`src/rtl/pc_pkg.sv`:
```
// Shared types and default vectors for the fetch-stage program counter unit.
package pc_pkg;

    typedef enum logic [2:0] {
        SEL_SEQ,
        SEL_RET,
        SEL_REDIR,
        SEL_EXC,
        SEL_HOLD
    } next_sel_t;

    localparam logic [31:0] DEF_RESET_VECTOR = 32'h0000_0000;
    localparam logic [31:0] DEF_EXC_VECTOR   = 32'h0000_0180;

endpackage

```
`src/rtl/pc_unit_if.sv`:
```
// Control and status bundle between decode/branch logic (master) and pc_unit (slave).
// Inputs are sampled at rising clk with no handshake; the master holds them stable at the edge.
interface pc_unit_if #(
    parameter int WIDTH     = 32,
    parameter int RAS_DEPTH = 4
) ();
    localparam int CW = $clog2(RAS_DEPTH) + 1;

    logic                  stall;
    logic                  exc_req;
    logic                  redirect_valid;
    logic [WIDTH-1:0]      redirect_target;
    logic                  call;
    logic                  ret;
    logic [WIDTH-1:0]      pc;
    logic [CW-1:0]         ras_count;
    logic                  ras_empty;
    logic                  ras_full;
    logic                  ret_underflow;
    pc_pkg::next_sel_t     sel_dbg;

    modport master (
        output stall, exc_req, redirect_valid, redirect_target, call, ret,
        input  pc, ras_count, ras_empty, ras_full, ret_underflow, sel_dbg
    );

    modport slave (
        input  stall, exc_req, redirect_valid, redirect_target, call, ret,
        output pc, ras_count, ras_empty, ras_full, ret_underflow, sel_dbg
    );

endinterface

```
`src/rtl/ras_stack.sv`:
```
// Circular return-address stack: pushes past capacity overwrite the oldest entry,
// and a simultaneous push/pop replaces the top entry in place.
module ras_stack #(
    parameter int WIDTH     = 32,
    parameter int RAS_DEPTH = 4
) (
    input  logic                           clk,
    input  logic                           rst_n,
    input  logic                           push,
    input  logic                           pop,
    input  logic                           clear,
    input  logic [WIDTH-1:0]               push_data,
    output logic [WIDTH-1:0]               top_data,
    output logic [$clog2(RAS_DEPTH):0]     count
);
    localparam int PW = $clog2(RAS_DEPTH);
    localparam int CW = PW + 1;

    logic [WIDTH-1:0] mem_q [RAS_DEPTH];
    logic [PW-1:0]    top_q, top_d, wr_idx;
    logic [CW-1:0]    count_q, count_d;
    logic             wr_en;

    always_comb begin
        top_d   = top_q;
        count_d = count_q;
        wr_en   = 1'b0;
        wr_idx  = top_q;
        if (clear) begin
            top_d   = '0;
            count_d = '0;
        end else if (push && pop) begin
            // The ret target is read before the edge; the same slot takes the new link.
            wr_en = 1'b1;
            if (count_q == '0) begin
                count_d = CW'(1);
            end
        end else if (push) begin
            wr_en  = 1'b1;
            wr_idx = top_q + PW'(1);
            top_d  = top_q + PW'(1);
            if (count_q != CW'(RAS_DEPTH)) begin
                count_d = count_q + CW'(1);
            end
        end else if (pop && (count_q != '0)) begin
            top_d   = top_q - PW'(1);
            count_d = count_q - CW'(1);
        end
    end

    always_ff @(posedge clk or negedge rst_n) begin
        if (!rst_n) begin
            top_q   <= '0;
            count_q <= '0;
        end else begin
            top_q   <= top_d;
            count_q <= count_d;
        end
    end

    // Entry contents are don't-care after reset, so the array carries no reset.
    always_ff @(posedge clk) begin
        if (wr_en) begin
            mem_q[wr_idx] <= push_data;
        end
    end

    assign top_data = mem_q[top_q];
    assign count    = count_q;

endmodule

```
`src/rtl/pc_unit.sv`:
```
// Fetch-stage program counter with stall, redirect, exception and a return-address stack.
// Priority: exception, stall, redirect, ret with a non-empty stack, sequential.
module pc_unit
    import pc_pkg::*;
#(
    parameter int               WIDTH        = 32,
    parameter logic [WIDTH-1:0] RESET_VECTOR = WIDTH'(DEF_RESET_VECTOR),
    parameter logic [WIDTH-1:0] EXC_VECTOR   = WIDTH'(DEF_EXC_VECTOR),
    parameter int               INC          = 4,
    parameter int               RAS_DEPTH    = 4
) (
    input  logic       clk,
    input  logic       rst_n,
    pc_unit_if.slave   bus
);
    localparam int CW = $clog2(RAS_DEPTH) + 1;

    logic [WIDTH-1:0] pc_q, pc_d, pc_inc, ras_top;
    logic             underflow_q, underflow_d;
    logic [CW-1:0]    ras_count;
    logic             ras_empty;
    logic             ras_push, ras_pop, ras_clear;
    next_sel_t        sel;

    assign pc_inc    = pc_q + WIDTH'(INC);
    assign ras_empty = (ras_count == '0);

    always_comb begin
        sel         = SEL_SEQ;
        ras_push    = 1'b0;
        ras_pop     = 1'b0;
        ras_clear   = 1'b0;
        underflow_d = 1'b0;
        if (bus.exc_req) begin
            sel       = SEL_EXC;
            ras_clear = 1'b1;
        end else if (bus.stall) begin
            sel = SEL_HOLD;
        end else begin
            ras_push = bus.call;
            // A ret is honoured even under a redirect; only its target is dropped.
            ras_pop     = bus.ret;
            underflow_d = bus.ret && ras_empty;
            if (bus.redirect_valid) begin
                sel = SEL_REDIR;
            end else if (bus.ret && !ras_empty) begin
                sel = SEL_RET;
            end
        end
    end

    always_comb begin
        pc_d = pc_inc;
        unique case (sel)
            SEL_EXC:   pc_d = EXC_VECTOR;
            SEL_HOLD:  pc_d = pc_q;
            SEL_REDIR: pc_d = bus.redirect_target;
            SEL_RET:   pc_d = ras_top;
            default:   pc_d = pc_inc;
        endcase
    end

    always_ff @(posedge clk or negedge rst_n) begin
        if (!rst_n) begin
            pc_q        <= RESET_VECTOR;
            underflow_q <= 1'b0;
        end else begin
            pc_q        <= pc_d;
            underflow_q <= underflow_d;
        end
    end

    ras_stack #(
        .WIDTH     (WIDTH),
        .RAS_DEPTH (RAS_DEPTH)
    ) u_ras (
        .clk       (clk),
        .rst_n     (rst_n),
        .push      (ras_push),
        .pop       (ras_pop),
        .clear     (ras_clear),
        .push_data (pc_inc),
        .top_data  (ras_top),
        .count     (ras_count)
    );

    assign bus.pc            = pc_q;
    assign bus.ras_count     = ras_count;
    assign bus.ras_empty     = ras_empty;
    assign bus.ras_full      = (ras_count == CW'(RAS_DEPTH));
    assign bus.ret_underflow = underflow_q;
    assign bus.sel_dbg       = sel;

endmodule

```
`src/flat_wrapper.sv`:
```
// flat-port wrapper written by rule: the top's interface ports become plain ports
module pc_unit_flat import pc_pkg::*;
#(
    parameter int               WIDTH        = 32,
    parameter logic [WIDTH-1:0] RESET_VECTOR = WIDTH'(DEF_RESET_VECTOR),
    parameter logic [WIDTH-1:0] EXC_VECTOR   = WIDTH'(DEF_EXC_VECTOR),
    parameter int               INC          = 4,
    parameter int               RAS_DEPTH    = 4
)
  (clk, rst_n, bus_stall, bus_exc_req, bus_redirect_valid, bus_redirect_target, bus_call, bus_ret, bus_pc, bus_ras_count, bus_ras_empty, bus_ras_full, bus_ret_underflow, bus_sel_dbg);
  pc_unit_if #(.WIDTH(WIDTH), .RAS_DEPTH(RAS_DEPTH)) bus_i ();
  input  logic clk;
  input  logic rst_n;
  input wire logic [$bits(bus_i.stall)-1:0] bus_stall;
  input wire logic [$bits(bus_i.exc_req)-1:0] bus_exc_req;
  input wire logic [$bits(bus_i.redirect_valid)-1:0] bus_redirect_valid;
  input wire logic [$bits(bus_i.redirect_target)-1:0] bus_redirect_target;
  input wire logic [$bits(bus_i.call)-1:0] bus_call;
  input wire logic [$bits(bus_i.ret)-1:0] bus_ret;
  output wire logic [$bits(bus_i.pc)-1:0] bus_pc;
  output wire logic [$bits(bus_i.ras_count)-1:0] bus_ras_count;
  output wire logic [$bits(bus_i.ras_empty)-1:0] bus_ras_empty;
  output wire logic [$bits(bus_i.ras_full)-1:0] bus_ras_full;
  output wire logic [$bits(bus_i.ret_underflow)-1:0] bus_ret_underflow;
  output wire logic [$bits(bus_i.sel_dbg)-1:0] bus_sel_dbg;
  assign bus_i.stall = bus_stall;
  assign bus_i.exc_req = bus_exc_req;
  assign bus_i.redirect_valid = bus_redirect_valid;
  assign bus_i.redirect_target = bus_redirect_target;
  assign bus_i.call = bus_call;
  assign bus_i.ret = bus_ret;
  assign bus_pc = bus_i.pc;
  assign bus_ras_count = bus_i.ras_count;
  assign bus_ras_empty = bus_i.ras_empty;
  assign bus_ras_full = bus_i.ras_full;
  assign bus_ret_underflow = bus_i.ret_underflow;
  assign bus_sel_dbg = bus_i.sel_dbg;
  pc_unit #(.WIDTH(WIDTH), .RESET_VECTOR(RESET_VECTOR), .EXC_VECTOR(EXC_VECTOR), .INC(INC), .RAS_DEPTH(RAS_DEPTH)) u_core (.clk(clk), .rst_n(rst_n), .bus(bus_i));
endmodule
```
`config.mk`:
```
export PLATFORM = sky130hd
export DESIGN_NAME = pc_unit_flat
export DESIGN_NICKNAME = d
export VERILOG_FILES = /design/src/rtl/pc_pkg.sv /design/src/rtl/pc_unit_if.sv /design/src/rtl/ras_stack.sv /design/src/rtl/pc_unit.sv /design/src/flat_wrapper.sv
export SDC_FILE = /design/constraint.sdc
export NUM_CORES = 1
export LEC_CHECK = 0
export CAP_MARGIN = 20
export CORE_ASPECT_RATIO = 0.5
export CORE_MARGIN = 2
export CORE_UTILIZATION = 33
export DETAILED_ROUTE_END_ITERATION = 8
export PLACE_DENSITY = 0.62
export SYNTH_ARGS = -nofsm -noshare
export SYNTH_HDL_FRONTEND = slang
export SYNTH_SLANG_ARGS = --single-unit
```
`constraint.sdc`:
```
create_clock -name clk -period 5.06 [get_ports clk]
set_clock_uncertainty 0.2 [all_clocks]
set_input_delay 0.759 -clock clk [delete_from_list [all_inputs] [get_ports clk]]
set_output_delay 0.759 -clock clk [all_outputs]
set_load 0.05 [all_outputs]
```
# After elaboration in Yosys (flattened, before gate mapping)
# Memory sizes are Yosys's and may differ from the RTL's.
# Cells that the tools add are included.
[totals] ram_bits=128 inputBits=39 regBits=38 mem_bits_ro=0 output_inout_bits=41 latch_bits=0 wordCells=60 n_memories=1
[classes] multipliers=0 div=0 addsub=5 n_reduce_logical=11 n_eq_ne=9 shifts=0 n_mux=30 magnitude_cmp=0 bitwise=0
[mem_list] name="u_core.u_ras.mem_q" depth=4 word_bits=32 read_ports=1 rd_ports_with_merged_regs=0 write_ports=1 line_no="ras_stack.sv:19" rtl="logic [WIDTH-1:0] mem_q [RAS_DEPTH];"
[ops] cell="case mux 32 bit (4 select lines)" n=1
[ops] cell="adder 32 x 3 -> 32 bit, second input constant" n=1
[ops] cell="2-to-1 mux 3 bit" n=9
[ops] cell="2-to-1 mux 2 bit" n=7
[ops] cell="2-to-1 mux 1 bit" n=13
[ops] cell="equality test 3 x 2 -> 1 bit, second input constant" n=2
[ops] cell="equality test 3 bit, second input constant" n=2
[ops] cell="nonzero test 3 bit" n=2
[ops] cell="logical AND 1 bit" n=4
[ops] cell="!= test 4 x 1 -> 1 bit, second input constant" n=1
[ops] cell="nonzero test 4 bit" n=1
[ops] cell="adder 3 x 1 -> 3 bit, second input constant" n=1
[ops] cell="equality test 3 x 1 -> 1 bit, second input constant" n=1
[ops] cell="zero test 3 bit" n=1
[ops] cell="!= test 3 x 1 -> 1 bit, second input constant" n=1
[ops] cell="!= test 3 bit, second input constant" n=1
[ops] cell="AND reduction 3 bit" n=1
[ops] cell="subtractor 3 x 1 -> 3 bit, second input constant" n=1
[ops] cell="adder 2 x 1 -> 2 bit, second input constant" n=1
[ops] cell="!= test 2 x 1 -> 1 bit, second input constant" n=1
[ops] cell="AND reduction 2 bit" n=1
[ops] cell="subtractor 2 x 1 -> 2 bit, second input constant" n=1
[ops] cell="zero test 1 bit" n=1

# Longest topological paths before layout
[logic_depth] ltp_word=9 ltp_mapped=9 depth_no_buf=8

# Modules after synthesis
# Synthesis repeated with hierarchy kept, for this count alone.
[hier_totals] cells_unflattened=474 area_unflattened_um2=7440.9
[by_module_without_submodules] module="ras_stack" area_each_um2=5007.3 n_inst=1 seq_area_each_um2=3968.8 cells_per_inst=217
[by_module_without_submodules] module="pc_unit" area_each_um2=2433.6 n_inst=1 seq_area_each_um2=825.8 cells_per_inst=257

# Worst setup path after synthesis
# No wires, ideal clock.
[synth_timing] path_kind="input-to-reg" start="in bus_exc_req" end="mem u_core.u_ras.mem_q[3][0], enable pin" t_arrival_ps=3616 setup_time_ps=468 cell_stages=4 required_ps=4392 path_buffers=1 slack_ps=776 path_cell_list="clkbuf_1 nor2_1 nand2_1 nor3b_1"
[synth_between] elab_chain_len=6 word_cells_on_any_way=12 classes_between="11 x mux; 1 x reduce/logical"
[synth_rtl] item="from (decl)" line_no="flat_wrapper.sv:15" rtl="input wire logic [$bits(bus_i.exc_req)-1:0] bus_exc_req;"
[synth_rtl] item="2-to-1 mux 1 bit" line_no="pc_unit.sv:34" rtl="if (bus.exc_req) begin"
[synth_rtl] item="2-to-1 mux 1 bit / logical AND 1 bit (equally long branches)" line_no="ras_stack.sv:38, ras_stack.sv:32"
[synth_rtl] item="2-to-1 mux 1 bit" line_no="ras_stack.sv:32" rtl="end else if (push && pop) begin"
[synth_rtl] item="2-to-1 mux 1 bit" line_no="ras_stack.sv:29" rtl="if (clear) begin"
[synth_rtl] item="2-to-1 mux 1 bit" line_no="ras_stack.sv:63" rtl="if (wr_en) begin"
[synth_rtl] item="2-to-1 mux 1 bit (implied by the code)" line_no="ras_stack.sv:64" rtl="mem_q[wr_idx] <= push_data;"
[synth_rtl] item="to (decl)" line_no="ras_stack.sv:19"
# Parallel ways exist; a longest one is shown, timed or not.

# Final worst setup path
[layout_timing] start="in bus_redirect_valid" end="out bus_sel_dbg[1]"
[layout_between] elab_chain_len=3
[layout_rtl] item="from (decl)" line_no="flat_wrapper.sv:16" rtl="input wire logic [$bits(bus_i.redirect_valid)-1:0] bus_redirect_valid;"
[layout_rtl] item="2-to-1 mux 3 bit" line_no="pc_unit.sv:44" rtl="if (bus.redirect_valid) begin"
[layout_rtl] item="2-to-1 mux 3 bit" line_no="pc_unit.sv:37" rtl="end else if (bus.stall) begin"
[layout_rtl] item="2-to-1 mux 3 bit" line_no="pc_unit.sv:34"
[layout_rtl] item="to (decl)" line_no="flat_wrapper.sv:25" rtl="output wire logic [$bits(bus_i.sel_dbg)-1:0] bus_sel_dbg;"
# Every way passes these cells.

==> summary.log <==
qor: die.fp.dieArea 24030 µm²
qor: drt.avgViaCountPerCell 5.382
qor: die.dieWidth 217.2 µm
qor: pwr.max_rail_drop_vdd 197.6 µV
qor: synthesis.yosys-top-cells-count edfxtp_1, dfrtp_1, mux4_2
qor: pwr.sw_frac_of_total 26.11%
qor: drt.ant_nets 0
qor: synthesis.yosysSeqAreaShare 63.91%
qor: cts.cts-root-buf clkbuf_16
qor: global_routing.grtUsageTotal 15.82%
qor: cts.cts.repair.resized 0
qor: layout.area_growth_syn_to_layout 23.45%
qor: drt.total_via_count_in_the_routed_design 4774
qor: pwr.powerDensity 354.8 nW/µm²
qor: synthesis.synth.ff_latch_count 166
qor: run.drv_cap 0
qor: timing.maxSlewHeadroom 39.27%
qor: global_routing.grt_first_pass_wirelength 28790 µm
qor: die.start_util 34.15%
qor: cts.h-tree-depth 4
qor: placement.post-place-cells 855
qor: synthesis.synth_fp_nets 537
qor: synthesis.postSynth.topFlopCell edfxtp_1
qor: synthesis.yosysMostFrequentCell edfxtp_1
qor: critical_path.path_common_cell clkdlybuf4s50_1
qor: cts.cts_inserted_buffers 17
qor: timing.fin_setup_tns 0 ps
qor: drt.route.detailed.drc 0
qor: critical_path.critPathMaxStageDelay 890 ps
qor: synthesis.synth_cell_types 60
qor: critical_path.crit_buf_inv 3
qor: timing.final.period_utilization 77.71%
qor: global_routing.grt_pass1_vias 4863
qor: layout.layout.area.seq 4796 µm²
qor: layout.num_antenna_cells 0
qor: placement.weighted_congestion_at_the_end_of_routability_driven_global_placement 0.8410
qor: synthesis.netlist_area 7502 µm²
qor: critical_path.timing.critical_path.from_type input port
qor: critical_path.crit_arrival 2970 ps
qor: drt.detailedRoute.firstPassIterationCount 5
qor: layout.final_nets 615
qor: placement.hpwlAfterDp 12070 µm
qor: timing.rsz0062_at_grt false
qor: layout.multi_input_area 2556 µm²
qor: cts.cts_tree built
qor: global_routing.grt_start_max_net_pins 39
qor: drt.drt_iter0_markers 449
qor: critical_path.worst-r2r-cell-count 6
qor: cts.hold_buffers 0
qor: pwr.combPwrFrac 13.1%
qor: min_path.worst_min_delay_path_category in2async
qor: timing.finalSetupViolCount 0
qor: synthesis.post-synth-top-area-cell edfxtp_1
qor: pwr.power_frac_clock 38.6%
qor: critical_path.r2r_setup_slack 2160 ps
qor: cts.clk-insertion-delay-late 420 ps
qor: pwr.power.static_leakage 3.129 nW
qor: synthesis.mean_instance_size_in_the_synthesized_netlist 15.13 µm²
qor: cts.clock_sink_count 166
qor: critical_path.reg2reg_start u_core.bus.pc[2]
qor: pwr.internal-power 2.428 mW
qor: synthesis.synth-warning-count 0
qor: critical_path.critPathMaxFanout 12
qor: pwr.sequential_power_share 48.2%
qor: synthesis.fraction_of_registers_with_async_set_or_reset_after_synthesis 22.89%
qor: critical_path.worst_setup_path_end_kind output pin
qor: global_routing.global_route.overflow_total 0
qor: die.std_cell_rows 38
qor: critical_path.worst_path_class_setup in2out
qor: layout.final-instance-count-excl-fill 887
qor: outcome.run_status complete, no violations
qor: layout.filler_cell_count 2004
qor: synthesis.syn-instance-count 496
qor: drt.routed_wirelength 18330 µm
qor: timing.finalHoldViolations 0
qor: global_routing.antenna_found_initial 0
qor: placement.port_buffers 79
qor: die.fp.dieH 110.6 µm
qor: cts.cts-root-to-sink-buffers 2
qor: timing.fmax 254.3 MHz
qor: timing.period_needed 3932 ps
qor: synthesis.synth-edff-count 128
qor: layout.drive_gt1_share 17.04%
qor: pwr.switching_power 857.9 µW
qor: critical_path.cp_slowest_cell clkdlybuf4s50_1
qor: synthesis.post_synth_main_area_contributors edfxtp_1, dfrtp_1, mux4_2
qor: timing.worst_slew_pin_tran 911.0 ps
qor: cts.cts.reportedPaths.clkPinSlew 70 ps
qor: critical_path.cpLargestDelayFamily buffers and inverters
qor: cts.post-cts-setup-buffers 0
qor: pwr.design_power_total 3.286 mW
qor: critical_path.cp_cell_sequence clkdlybuf4s50_1 > inv_1 > o21ai_0 > clkdlybuf4s50_1
qor: die.area_of_the_core 21970 µm²
qor: critical_path.worst-endpoint-required 4100 ps
qor: die.boundaryPins 80
qor: drt.routedWlPerCell 20.67 µm
qor: synthesis.share_of_yosys_cell_area_claimed_by_the_top_area_cell_type 51.23%
qor: critical_path.reg2reg_to u_core.bus.pc[26]
qor: timing.report.final.slew_viol_count 0
-- power by group through the flow --
stage,clock network (mW),registers (mW),logic (mW)
finish,1.27,1.59,0.431
global route,1.35,1.59,0.460
CTS,1.29,1.58,0.435
detailed placement,0,1.61,0.434
global placement,0,1.61,0.429
floorplan,0,1.67,0.208
-- flip-flops by register name (all words and copies together), names as in the netlist --
register / cells
u_core.u_ras.count: 3
u_core.u_ras.mem_q: 128
u_core.u_ras.top_q: 2
u_core.bus.ret_underflow: 1
u_core.bus.pc: 32
-- cell type report --
| type | count | share of cell area, % |
|---|---|---|
| well taps | 300 | 4.053 |
| inverters | 11 | 0.4458 |
| repair buffers | 93 | 9.862 |
| multi-input cells | 285 | 27.60 |
| clock buffers | 18 | 4.634 |
| flip-flops and latches | 166 | 51.78 |
| clock inverters | 14 | 1.621 |
-- cell usage in the layout (no fill, tap or decap), types with 3 or more instances in the layout --
| master | synthesis | routed |
|---|---|---|
| nor4_2 | 3 | 3 |
| mux4_2 | 32 | 32 |
| clkinv_1 | 1 | 3 |
| a21oi_1 | 14 | 12 |
| clkbuf_16 | 0 | 17 |
| a22oi_1 | 15 | 15 |
| and4_1 | 5 | 5 |
| nand3_1 | 14 | 14 |
| nor2_1 | 20 | 19 |
| clkdlybuf4s50_1 | 0 | 77 |
| a31oi_1 | 5 | 5 |
| xor2_1 | 12 | 12 |
| edfxtp_1 | 128 | 128 |
| a221o_1 | 16 | 16 |
| buf_4 | 3 | 13 |
| o211ai_1 | 3 | 3 |
| xnor2_1 | 18 | 18 |
| a22o_1 | 13 | 13 |
| nor3_1 | 7 | 5 |
| o21ai_0 | 14 | 14 |
| o221ai_1 | 3 | 3 |
| nand4_1 | 7 | 7 |
| a221oi_1 | 5 | 5 |
| nor2b_1 | 4 | 4 |
| and3_1 | 10 | 10 |
| inv_6 | 0 | 4 |
| mux2i_1 | 3 | 3 |
| dfrtp_1 | 38 | 37 |
| inv_1 | 10 | 10 |
| nand2_1 | 22 | 22 |
| clkinvlp_4 | 0 | 4 |
| or3_1 | 5 | 5 |
-- per-stage QoR --
stage	utilization (%)	setup WS [ps]	hold slack [ps]	instance area [µm²]
5_1_grt	42.16	1035	256.5	9261
3_3_place_gp	39.52	1107	340.0	8682
3_5_place_dp	39.52	1101	347.9	8682
6_report	42.16	1128	219.8	9261
4_1_cts	42.16	1110	236.9	9261
2_1_floorplan	-	776.5	263.4	7502
-- worst reg2reg max path: stages (launching register included) --
cell	delay, ps
dfrtp_1	450
ha_1	360
nand4_2	200
nor4_4	510
or4b_4	560
xnor2_2	190
a221o_1	330
-- metal layers --
layer / part of all wire [%] / GRT usage (%) / up-vias
met2: 50 / 25.13 / 119
met5: 0 / 0 / -
met3: 3.9 / 3.306 / 20
li1: - / - / 2151
met1: 45 / 21.54 / 2484
met4: 1.8 / 5.479 / 0
-- how the worst max path moves through the flow --
stage | from | endpoint | cells after the start
4_1_cts | bus_ret | bus_sel_dbg[0] | 4
6_report | bus_redirect_valid | bus_sel_dbg[1] | 4
3_5_place_dp | bus_ret | bus_sel_dbg[0] | 4
3_3_place_gp | bus_ret | bus_sel_dbg[0] | 4
2_1_floorplan | bus_exc_req | u_core.u_ras.mem_q[3][0] | 4
5_1_grt | bus_ret | bus_sel_dbg[0] | 4
-- logic make-up after synthesis --
family	after synthesis	synth area share (%)
and+or+nand+nor	114	9.022
xor gates and xnor gates	31	3.719
AOI/OAI and AO/OA	103	10.36
buffers and inverters	45	2.552
muxes	35	10.01
DFF	166	63.91
adders and majority gates	2	0.4336
Note: power is estimated with default switching activity, not from simulation.
==> patch 1, RTL diff (same settings) <==
`RAS_DEPTH` is set to 4 in 4 places; all go to 2.
--- a/src/rtl/pc_unit_if.sv
+++ b/src/rtl/pc_unit_if.sv
@@ -4,3 +4,3 @@
     parameter int WIDTH     = 32,
-    parameter int RAS_DEPTH = 4
+    parameter int RAS_DEPTH = 2
 ) ();
--- a/src/rtl/ras_stack.sv
+++ b/src/rtl/ras_stack.sv
@@ -4,3 +4,3 @@
     parameter int WIDTH     = 32,
-    parameter int RAS_DEPTH = 4
+    parameter int RAS_DEPTH = 2
 ) (
--- a/src/rtl/pc_unit.sv
+++ b/src/rtl/pc_unit.sv
@@ -9,3 +9,3 @@
     parameter int               INC          = 4,
-    parameter int               RAS_DEPTH    = 4
+    parameter int               RAS_DEPTH    = 2
 ) (
--- a/src/flat_wrapper.sv
+++ b/src/flat_wrapper.sv
@@ -7,3 +7,3 @@
     parameter int               INC          = 4,
-    parameter int               RAS_DEPTH    = 4
+    parameter int               RAS_DEPTH    = 2
 )
Interface: changed (resized bus_ras_count); port bits go from 80 to 79. No check against the original RTL was run, so the function may have changed too.
==> patch 1 against the original RTL <==
Routed wire length shrank 30%. Sequential cell count decreased by 66. Largest cell class unchanged. Area after synthesis decreased by 33%. Global-route usage up 0.48 points. Power decreased by 39%. Register-to-register slack improved by 0.40 ns. Synthesized cell count down 17%. Setup slack worse by 0.16 ns. Design area decreased by 32%. Largest power group unchanged.
==> patch 1: results (changes against the original RTL) <==
[outcome]
status=completed

[placement]
routabilityCongestion=0.7565  ; -10%
place_inst=669  ; -22%
io_buffers=78  ; -1.3%
dp_hpwl_um=8346  ; -31%
placed_area_sq_um=5943  ; -32%

[finish]
sh_seq_area=0.4514  ; -0.06643
largest_reg_flops=64  ; -50%
nets=522  ; -15%
n_fill_cell=1374  ; -31%
nClkBuffers=11  ; -7
n_all_inverters=8  ; -3
multi_input_area_sq_um=1991  ; -22%
clk_share=0.05000  ; -0.01255
multi_input_gates=275  ; -3.5%
nonClkBufAreaFrac=0.1360  ; +0.03738

[logic_synthesis]
synthTopCellsByArea=edfxtp_1 (38%), dfrtp_1 (18%), mux2i_1 (5.0%), xnor2_1 (4.0%), mux2_2 (2.0%)
ys_ff_latch=100  ; -40%
async_reset_ff_frac=0.3600  ; +0.1311
synth.yosys.seq_area_share=0.5641  ; -0.07495
netlist_area_sq_um=5004  ; -33%
synth_nets=452  ; -16%
synth_commonest_cells=edfxtp_1 (64), dfrtp_1 (36), mux2i_1 (25), nand2_1 (25), nor2_1 (24)
ys_types=63  ; +5.0%
avgSynthCellArea_sq_um=12.14  ; -20%

[hold_path]
min_path_type=flop to flop

[cts]
clock_latency_ns=0.34  ; -0.08 ns
cts_max_level=3  ; -1

[global_routing]
grt_max_degree=37  ; -5.1%
grt_pass1_wl_um=20100  ; -30%
first_global_vias=3615  ; -26%

[drt]
vias_per_cell=5.343  ; -0.73%
met1_length_um=6028  ; -27%
wl_met2_um=6294  ; -31%
drt_iter0_markers=265  ; -41%
met3_length_um=424  ; -40%

[sta]
worst_pin_slew_ns=1.039  ; +0.1283 ns
worst_slack_ns=0.9688  ; -0.1590 ns
fin_hold_ws_ns=0.3112  ; +0.09135 ns

[critical_path]
cp.arrival_ns=3.13  ; +0.16 ns
crit_path_max_fanout=17  ; +5
r2r_end=u_core.bus.pc[20]$_DFFE_PN0P_
reg2reg_slack_ns=2.56  ; +0.40 ns

[pwr]
p_leak_nw=2.228  ; -29%
ir_drop_uv=144.9  ; -27%

## patch 1: cell types whose count changed after synthesis, moves of 5 or more
| cell | delta |
|---|---|
| edfxtp_1 | -64 |
| mux4_2 | -32 |
| mux2i_1 | +22 |
| a221o_1 | -13 |
| a22o_1 | -13 |
| clkbuf_1 | -11 |
| mux2_2 | +9 |
| a31o_2 | +6 |
| nand3_1 | +5 |
| or3_1 | -5 |
| xnor2_1 | +5 |
## patch 1: cell families after synthesis
| logic type | share of synthesized area |
|---|---|
| mux | 0.07027 |
| simple gates | 0.1285 |
| xor+xnor | 0.05426 |
| flops | 0.5641 |
| buf+inv | 0.03976 |
| fa+ha+maj | 0.002500 |
| compound gates | 0.1405 |
## patch 1: how the worst max path moves through the flow
stage	from	to	slack [ns]	cells after the start
after global routing	bus_stall	bus_sel_dbg[2]	0.85	4
final	bus_stall	bus_sel_dbg[2]	0.97	4
after global placement	bus_stall	bus_sel_dbg[2]	1.08	4
after floorplan	bus_stall	u_core.u_ras.mem_q[1][0]$_DFFE_PP_	1.57	5
after detailed placement	bus_stall	bus_sel_dbg[2]	0.98	4
after CTS	bus_stall	bus_sel_dbg[2]	0.98	4
## patch 1: routing by layer
metal  up-vias  global-route usage
li1       1722                   -
met2        67              0.2707
met3        12             0.03392
met4         0             0.03893
met1      1859              0.2184
met5         -                   0
## patch 1: power groups by stage
stage                     clock [mW]  combinational (mW)  sequential [mW]
after global placement             0               0.323            0.990
after detailed placement           0               0.325            0.991
after global routing           0.755               0.345            0.981
after CTS                      0.715               0.326            0.975
after floorplan                    0               0.143             1.04
final                          0.707               0.325            0.975
==> patch 2, RTL diff (config.mk and constraints unchanged) <==
Without the edit above. Make the reset (`rst_n`) synchronous in 2 clocked blocks.
--- a/src/rtl/ras_stack.sv
+++ b/src/rtl/ras_stack.sv
@@ -50,3 +50,3 @@
 
-    always_ff @(posedge clk or negedge rst_n) begin
+    always_ff @(posedge clk) begin
         if (!rst_n) begin
--- a/src/rtl/pc_unit.sv
+++ b/src/rtl/pc_unit.sv
@@ -62,3 +62,3 @@
 
-    always_ff @(posedge clk or negedge rst_n) begin
+    always_ff @(posedge clk) begin
         if (!rst_n) begin
Function: differs if rst_n is asserted again (counterexample within 4 cycles, from zero or initial values and one cycle with rst_n low); with rst_n held inactive, the same outputs for 4 cycles.
==> patch 2 against the original RTL <==
Design area is 3.1% higher. Power decreased by 3.7%. Setup slack improved by 0.042 ns. Sequential cell count grew 2. Combinational power shrank 40%. Sequential power shrank 4%. Area after synthesis up 3.8%. Sequential share of layout area fell by 3.1 points. Fmax up 1.1%. Global-route usage up 1.4 points. Routed wire length up 14%. First-iteration DRC count is 15% higher.
==> patch 2: results (changes against the original RTL) <==
[outcome]
status=completed

[logic_synthesis]
async_reset_ff_frac=0  ; -0.2289
synth_commonest_cells=edfxtp_1 (128), dfxtp_1 (40), mux4_2 (31)
synth_mux_area_frac=0.09704  ; -0.003023
ys_types=79  ; +32%
synth_edf_count=128  ; unchanged
synthXorXnorAreaFrac=0.03487  ; -0.002326
avgSynthCellArea_sq_um=14.16  ; -6.4%
synth_nets=593  ; +10%
yosys.area_share.adder=0.007391  ; +0.003055
synth.yosys.seq_area_share=0.5964  ; -0.04269
synthTopCellsByArea=edfxtp_1 (49%), dfxtp_1 (10%), mux4_2 (9.0%), xnor2_1 (2.1%), a221oi_1 (1.7%)
synth_compound_area_frac=0.1292  ; +0.02561
synth_flop_cell=edfxtp_1

[finish]
drive_gt1_frac=0.1788  ; +0.008491
regMostFlops=u_core.u_ras.mem_q
n_fill_cell=2107  ; +5.1%
nets=673  ; +9.4%
diodes=0  ; unchanged

[global_routing]
antenna_found_initial=0  ; unchanged
met1_usage=0.2363  ; +0.02083
grt_max_degree=33  ; -15%
grt.met3_usage=0.03639  ; +0.003330
grtUsageMet2=0.2748  ; +0.02346
first_global_vias=5376  ; +11%
grtUsageTotal=0.1722  ; +0.01407
grt_pass1_wl_um=32290  ; +12%

[cts]
post-cts-setup-buffers=0  ; unchanged
clkSlewWorstSetupHoldPaths_ns=0.07  ; about the same
cts_max_level=4  ; unchanged
max-clock-path-buffers=2  ; unchanged
cts-root-buf=clkbuf_16
clock_latency_ns=0.43
numCtsBuffers=17  ; unchanged

[placement]
dp_hpwl_um=13750  ; +14%
io_buffers=79  ; unchanged
place_inst=917  ; +7.3%
routabilityCongestion=0.8513  ; +1.2%
pre_cts_slack_ns=1.010  ; -0.09070 ns
placed_area_sq_um=8900  ; +2.5%

[drt]
drt_first_pass_iters=5  ; unchanged
vias_per_cell=5.612  ; +4.3%
drt_iter0_markers=515  ; +15%
wl_per_cell_um=21.93  ; +6.1%
route.final.wire_length_um=20840  ; +14%

[hold_path]
min_path_type=flop to flop

[critical_path]
crit_family=buffers and inverters
cp.arrival_ns=2.93  ; -0.04 ns
cpPeakStageDelay_ns=0.92  ; +0.03 ns
crit_slowest_cell=clkdlybuf4s50_1

[sta]
finalSetupTns_ns=0  ; unchanged
slew_headroom=0.3219  ; -0.07080

[pwr]
p_leak_nw=3.166  ; +1.2%
ir_drop_uv=218.8  ; +11%

[die]
start_util=0.3388  ; -0.002704

patch 2: path summary, 6_finish.rpt:
check,startpoint,end,slack (ns),cells after the start
min,u_core.bus.pc[1]$_SDFFE_PN0P_,u_core.bus.pc[1]$_SDFFE_PN0P_,0.34,2
max reg2reg,u_core.bus.pc[9]$_SDFFE_PN0P_,u_core.u_ras.mem_q[3][31]$_DFFE_PP_,2.08,5
max,bus_stall,bus_sel_dbg[1],1.17,4
min reg2reg,u_core.bus.pc[1]$_SDFFE_PN0P_,u_core.bus.pc[1]$_SDFFE_PN0P_,0.34,2
patch 2: kinds of logic (layout without fill, tap and decap cells):
| logic type | Yosys count | after routing |
|---|---|---|
| xor+xnor | 31 | 31 |
| fa+ha+maj | 4 | 4 |
| compound gates | 134 | 134 |
| buf+inv | 48 | 141 |
| mux | 35 | 35 |
| flops | 168 | 168 |
| simple gates | 130 | 130 |
patch 2: per-layer routing:
layer,up-vias,part of all wire
li1,2358,-
met1,2734,0.44
met2,210,0.47
met3,29,0.062
met4,0,0.019
met5,-,0
patch 2: worst reg2reg max path, cell delays in order, from the launching register on:
cell and delay (ns):
dfxtp_1 0.60, nand4_4 0.21, nor4_4 0.87, and4_1 0.44, nand2_1 0.10, xnor2_1 0.34
patch 2: area by class of cell:
cell class                      instances  area, sq um  share of cell area
Inverter                               11        41.29            0.004324
Sequential cell                       168         4646              0.4865
Timing Repair Buffer                   98        963.4              0.1009
Clock buffer                           19        442.9             0.04638
Clock inverter                         13        178.9             0.01874
Multi-Input combinational cell        334         2893              0.3029
Tap cell                              307        384.1             0.04023
patch 2: power by group:
group	internal [mW]	switching (mW)	total, mW
clock	0.805	0.572	1.38
sequential	1.50	0.0275	1.53
combinational	0.104	0.156	0.260
total	2.41	0.755	3.16
